**src/rtl/bus_request_parser.sv**
```systemverilog
// ASCII request parser: turns "R<addr>\r" / "W<addr><data>\r" byte streams from a
// UART receiver into single-cycle bus requests, dropping and flagging bad messages.
module bus_request_parser #(
    parameter int ADDR_WIDTH     = 16,
    parameter int DATA_WIDTH     = 16,
    parameter int TIMEOUT_CYCLES = 0
) (
    input  logic                  clk,
    input  logic                  rst_n,
    input  logic [7:0]            data_i,
    input  logic                  valid_i,
    output logic [ADDR_WIDTH-1:0] addr_o,
    output logic [DATA_WIDTH-1:0] wdata_o,
    output logic                  rw_o,
    output logic                  valid_o,
    output logic                  error_o
);

    localparam int A_DIGITS   = ADDR_WIDTH / 4;
    localparam int D_DIGITS   = DATA_WIDTH / 4;
    localparam int MAX_DIGITS = (A_DIGITS > D_DIGITS) ? A_DIGITS : D_DIGITS;
    localparam int DG_W       = (MAX_DIGITS > 1) ? $clog2(MAX_DIGITS) : 1;
    localparam int TO_W       = (TIMEOUT_CYCLES > 1) ? $clog2(TIMEOUT_CYCLES) : 1;

    localparam logic [DG_W-1:0] A_LAST  = DG_W'(A_DIGITS - 1);
    localparam logic [DG_W-1:0] D_LAST  = DG_W'(D_DIGITS - 1);
    localparam logic [TO_W-1:0] TO_LAST = (TIMEOUT_CYCLES > 0) ? TO_W'(TIMEOUT_CYCLES - 1) : '0;

    typedef enum logic [1:0] {
        S_IDLE,
        S_ADDR,
        S_DATA,
        S_END
    } state_e;

    state_e                  state_q,   state_d;
    logic                    rw_sh_q,   rw_sh_d;
    logic [ADDR_WIDTH-1:0]   addr_sh_q, addr_sh_d;
    logic [DATA_WIDTH-1:0]   data_sh_q, data_sh_d;
    logic [DG_W-1:0]         digit_q,   digit_d;
    logic [TO_W-1:0]         tmo_q,     tmo_d;
    logic [ADDR_WIDTH-1:0]   addr_q,    addr_d;
    logic [DATA_WIDTH-1:0]   wdata_q,   wdata_d;
    logic                    rw_q,      rw_d;
    logic                    valid_q,   valid_d;
    logic                    error_q,   error_d;

    logic       is_hex;
    logic [3:0] hex_val;
    logic       is_term;

    always_comb begin
        is_hex  = 1'b1;
        hex_val = '0;
        if (data_i >= "0" && data_i <= "9") begin
            hex_val = 4'(data_i - "0");
        end else if (data_i >= "A" && data_i <= "F") begin
            hex_val = 4'(data_i - "A" + 8'd10);
        end else if (data_i >= "a" && data_i <= "f") begin
            hex_val = 4'(data_i - "a" + 8'd10);
        end else begin
            is_hex = 1'b0;
        end
    end

    assign is_term = (data_i == 8'h0D) || (data_i == 8'h0A);

    // NOTE: every signal driven here gets a default first so no path leaves it
    // unassigned, which would otherwise infer a latch.
    always_comb begin
        state_d   = state_q;
        rw_sh_d   = rw_sh_q;
        addr_sh_d = addr_sh_q;
        data_sh_d = data_sh_q;
        digit_d   = digit_q;
        tmo_d     = tmo_q;
        addr_d    = addr_q;
        wdata_d   = wdata_q;
        rw_d      = rw_q;
        valid_d   = 1'b0;
        error_d   = 1'b0;

        if (state_q == S_IDLE) begin
            tmo_d   = '0;
            digit_d = '0;
            if (valid_i) begin
                if (data_i == "R" || data_i == "r") begin
                    state_d = S_ADDR;
                    rw_sh_d = 1'b0;
                end else if (data_i == "W" || data_i == "w") begin
                    state_d = S_ADDR;
                    rw_sh_d = 1'b1;
                end else if (!is_term) begin
                    error_d = 1'b1;
                end
            end
        end else if (valid_i) begin
            tmo_d = '0;
            case (state_q)
                S_ADDR: begin
                    if (is_hex) begin
                        addr_sh_d = (addr_sh_q << 4) | ADDR_WIDTH'(hex_val);
                        digit_d   = digit_q + 1'b1;
                        if (digit_q == A_LAST) begin
                            digit_d = '0;
                            state_d = rw_sh_q ? S_DATA : S_END;
                        end
                    end else begin
                        error_d = 1'b1;
                        state_d = S_IDLE;
                    end
                end
                S_DATA: begin
                    if (is_hex) begin
                        data_sh_d = (data_sh_q << 4) | DATA_WIDTH'(hex_val);
                        digit_d   = digit_q + 1'b1;
                        if (digit_q == D_LAST) begin
                            digit_d = '0;
                            state_d = S_END;
                        end
                    end else begin
                        error_d = 1'b1;
                        state_d = S_IDLE;
                    end
                end
                default: begin
                    // Commit: published registers change only here.
                    state_d = S_IDLE;
                    if (is_term) begin
                        valid_d = 1'b1;
                        addr_d  = addr_sh_q;
                        rw_d    = rw_sh_q;
                        if (rw_sh_q) begin
                            wdata_d = data_sh_q;
                        end
                    end else begin
                        error_d = 1'b1;
                    end
                end
            endcase
        end else if (TIMEOUT_CYCLES > 0) begin
            // A byte on the expiry cycle takes the branch above, so it wins.
            tmo_d = tmo_q + 1'b1;
            if (tmo_q == TO_LAST) begin
                tmo_d   = '0;
                error_d = 1'b1;
                state_d = S_IDLE;
            end
        end
    end

    // NOTE: registered state uses non-blocking assignments so all flops update
    // together from values sampled before the edge.
    always_ff @(posedge clk or negedge rst_n) begin
        if (!rst_n) begin
            state_q   <= S_IDLE;
            rw_sh_q   <= 1'b0;
            addr_sh_q <= '0;
            data_sh_q <= '0;
            digit_q   <= '0;
            tmo_q     <= '0;
            addr_q    <= '0;
            wdata_q   <= '0;
            rw_q      <= 1'b0;
            valid_q   <= 1'b0;
            error_q   <= 1'b0;
        end else begin
            state_q   <= state_d;
            rw_sh_q   <= rw_sh_d;
            addr_sh_q <= addr_sh_d;
            data_sh_q <= data_sh_d;
            digit_q   <= digit_d;
            tmo_q     <= tmo_d;
            addr_q    <= addr_d;
            wdata_q   <= wdata_d;
            rw_q      <= rw_d;
            valid_q   <= valid_d;
            error_q   <= error_d;
        end
    end

    assign addr_o  = addr_q;
    assign wdata_o = wdata_q;
    assign rw_o    = rw_q;
    assign valid_o = valid_q;
    assign error_o = error_q;

endmodule

```
**config.mk**
```make
export PLATFORM = sky130hd
export DESIGN_NAME = bus_request_parser
export DESIGN_NICKNAME = d
export VERILOG_FILES = /design/src/rtl/bus_request_parser.sv
export SDC_FILE = /design/constraint.sdc
export NUM_CORES = 1
export LEC_CHECK = 0
export ABC_AREA = 1
export CAP_MARGIN = 20
export CORE_MARGIN = 8
export CORE_UTILIZATION = 49
export CTS_CLUSTER_SIZE = 10
export DETAILED_ROUTE_END_ITERATION = 8
export HOLD_SLACK_MARGIN = 0.1
export PLACE_DENSITY = 0.83
export SYNTH_ARGS = -nofsm -noshare
export SYNTH_HDL_FRONTEND = slang
export SYNTH_SLANG_ARGS = --single-unit
```
**constraint.sdc**
```tcl
create_clock -name clk -period 2.3 [get_ports clk]
set_input_delay 0.345 -clock clk [delete_from_list [all_inputs] [get_ports clk]]
set_output_delay 0.345 -clock clk [all_outputs]
set_load 0.01 [all_outputs]
```
==> run metrics <==
Ys Warns=0; WP depth=10; post-synthesis average cell area=9.038 sq um; Final Cycle Share=83.55%; Hold Fails Final Rpt=0; port bufs=45; Max Freq=0.5204 GHz; crit start category=primary input; sequential power share=54.7%; Layout fillers=521; die height=95.66 um; CTS tree=done; TNS Setup=0 ps; Critical Path End Type=register; Yosys top cell by area=dfrtp_1; CP required=2510 ps; Worst path slowest cell=clkdlybuf4s50_1; Final Cell Area=0.003817 sq mm; die width=95.66 um; sequential share of the synthesized area=57.95%; r2r setup slk=740 ps; Slew Limit Headroom=59.21%; CTS H-tree lvls=3; post_cts resized=0; Post-Route Skew=6.046 ps; PD cells=659.3 mW/mm^2; status=complete, no violations; Netlist cell types=23; Post-DRT Antenna Nets=0; Leakage=1.770 nW; RSZ-0062 raised after global routing=no; Logic pwr share=13.5%; setup repair bufs after CTS=0; slowest stage delay, CP=540 ps; largest net degree at the start of global routing=47; Area contributors post-synth=dfrtp_1 58%, nand2_1 13%, o21ai_0 7.9%; critical path cell sequence=clkdlybuf4s50_1, inv_1, ha_1, nand3b_1, nand3_1, nand2_1, nand3_1, buf_12, nand2_1, o21ai_0; Root Driver=clkbuf_8; initial antenna violation count=0; Mapped Area=0.003109 sq mm; slew at the pin closest to its max-slew limit=611.9 ps; clk sinks=72; drt wl/cell=12.51 um; Max Transition Viols Final=0; HP Class=reg -> reg; Routed Wire Length=5.928 mm; placed wire-length estimate=4.357 mm; drt first pass iters=4; FP Rows=29; switch share=26.59%; min Tclk post-route=1922 ps; sw power=669.2 uW; die area=0.009150 sq mm; crit path kind=in -> reg; routed vias=2343; 1st-iter DRT viols=107; gr ovfl total=0; number of synthesized register bits=72; fin nets=413; Post-Synthesis Cells=344; CP bufs+invs=3; dpl cell area=0.003660 sq mm; vias in the first global route=2327; Cells on Worst Hold Path=2; clock buffer count from CTS=9; Largest delay share family, worst path=buffers and inverters; number of diodes=0; worst-path fanout max=32; Total GRT Usage=14.29%; top cell type's share of synthesized area=57.95%; worst skew pair latency=340 ps; vias per cell=4.943; max-cap viol count=0; starting density of the core=49.82%; buffers from clock root to sink, at most=2; internal power=1.848 mW; worst reg-to-reg path cell count=7; wire length of the first global-routing pass=10.14 mm; setup violators final=0; crit path DAT=2140 ps; Residual DRC=0; Layout area overhead=22.78%; maximum VDD drop=0.3092 mV; core area=0.006241 sq mm; GPL Wtd Cong=0.8243; Reg clk slew, reported paths=70 ps; Net Count, Synth=364; clock share of power=31.8%; num ports=46; ratio of cells with drive above 1 in the final layout=8.060%
[tightest hold or removal path, stage by stage, from the launching register on]
cell and delay (ps):
dfrtp_1 350, nand2_1 50, nand2_1 40
[path summary, 6_finish.rpt]
path                             start             to
max                          data_i[0]  data_sh_q[12]
min reg2reg                wdata_o[13]    wdata_o[13]
min in group asynchronous        rst_n      addr_o[4]
max reg2reg                 state_q[1]  data_sh_q[12]
max in group asynchronous        rst_n   data_sh_q[5]
min                        wdata_o[13]    wdata_o[13]
[flip-flops by register name (all words and copies together), names as in the netlist, 2 cells and up]
name,flops
addr_o,16
addr_sh_q,16
data_sh_q,16
digit_q,2
state_q,2
wdata_o,16
[cells in the final DEF (no fill, tap or decap), drive strengths merged]
cell type,count
nand3,15
clkinv,1
dfrtp,72
xor2,1
nand4,1
o21ai,59
clkbuf,14
nor2,10
inv,40
nor3,3
o22ai,1
nor2b,1
nand3b,1
or2,1
ha,9
clkdlybuf4s50,44
a21oi,5
buf,6
nand2,112
dlygate4sd3,1
[final cells by class]
cell class                 count  area [sq um]  share of cell area, %
sequential                    72          1802                  47.20
multi-input combinational    219          1079                  28.25
timing repair buffer          51         543.0                  14.22
inverter                      40         150.1                  3.933
clock buffer                  14         142.6                  3.736
tap                           77         96.34                  2.524
clock inverter                 1         5.005                 0.1311
[power groups by stage]
stage,Clock [mW],Sequential (mW),Combinational [mW]
3_5_place_dp,0,1.40,0.343
6_report,0.800,1.38,0.341
2_1_floorplan,0,1.39,0.217
4_1_cts,0.822,1.38,0.345
3_3_place_gp,0,1.39,0.322
5_1_grt,0.877,1.38,0.395
[through the flow]
step / cells / utilization, % / power [mW] / setup WS (ps) / hold WS, ps
global route: 474 / 61.17 / 2.655 / 167.9 / 493.8
floorplan: 344 / - / 1.609 / 637.2 / 49.41
global placement: 458 / 58.64 / 1.717 / 110.8 / 384.2
CTS: 474 / 61.17 / 2.544 / 379.9 / 477.5
finish: 474 / 61.17 / 2.517 / 378.3 / 471.8
detailed placement: 458 / 58.64 / 1.742 / 33.13 / 397.5
[synthesized netlist by cell type]
library cell	n
nand2_1	111
dfrtp_1	72
o21ai_0	49
inv_1	38
nand3_1	14
nor2_1	10
o21ai_2	10
ha_1	9
buf_2	6
a21oi_1	5
clkbuf_1	4
buf_6	3
inv_2	2
nor3_1	2
nand2_2	1
nand3_2	1
nand3b_1	1
nand4_1	1
nor2b_1	1
nor3_4	1
o22ai_1	1
or2_2	1
xor2_1	1
[kinds of logic (layout without fill, tap and decap cells)]
logic type,count (synthesis),count (layout),share of synthesized area [%]
adder cells (fa/ha/maj),9,9,3.622
flip-flops,72,72,57.95
AO/OA/AOI/OAI,65,65,11.71
AND/OR/NAND/NOR,144,144,19.08
XOR/XNOR,1,1,0.2817
buffers and inverters,53,106,7.364
[metal layers]
metal  routed length, um  up-vias  track usage, %
li1                    -     1186               -
met1                2562     1097           16.05
met2                2948       45           23.83
met3                 246       15           2.913
met4                 170        0           10.12
met5                   0        -               0
[what timing repair did]
item | CTS | global route
endpoints found under the setup margin | 0 | 0
hold endpoints to repair | 26 | 0
hold buffers | 1 | 0
No activity file was read; power rests on OpenSTA's default activity.
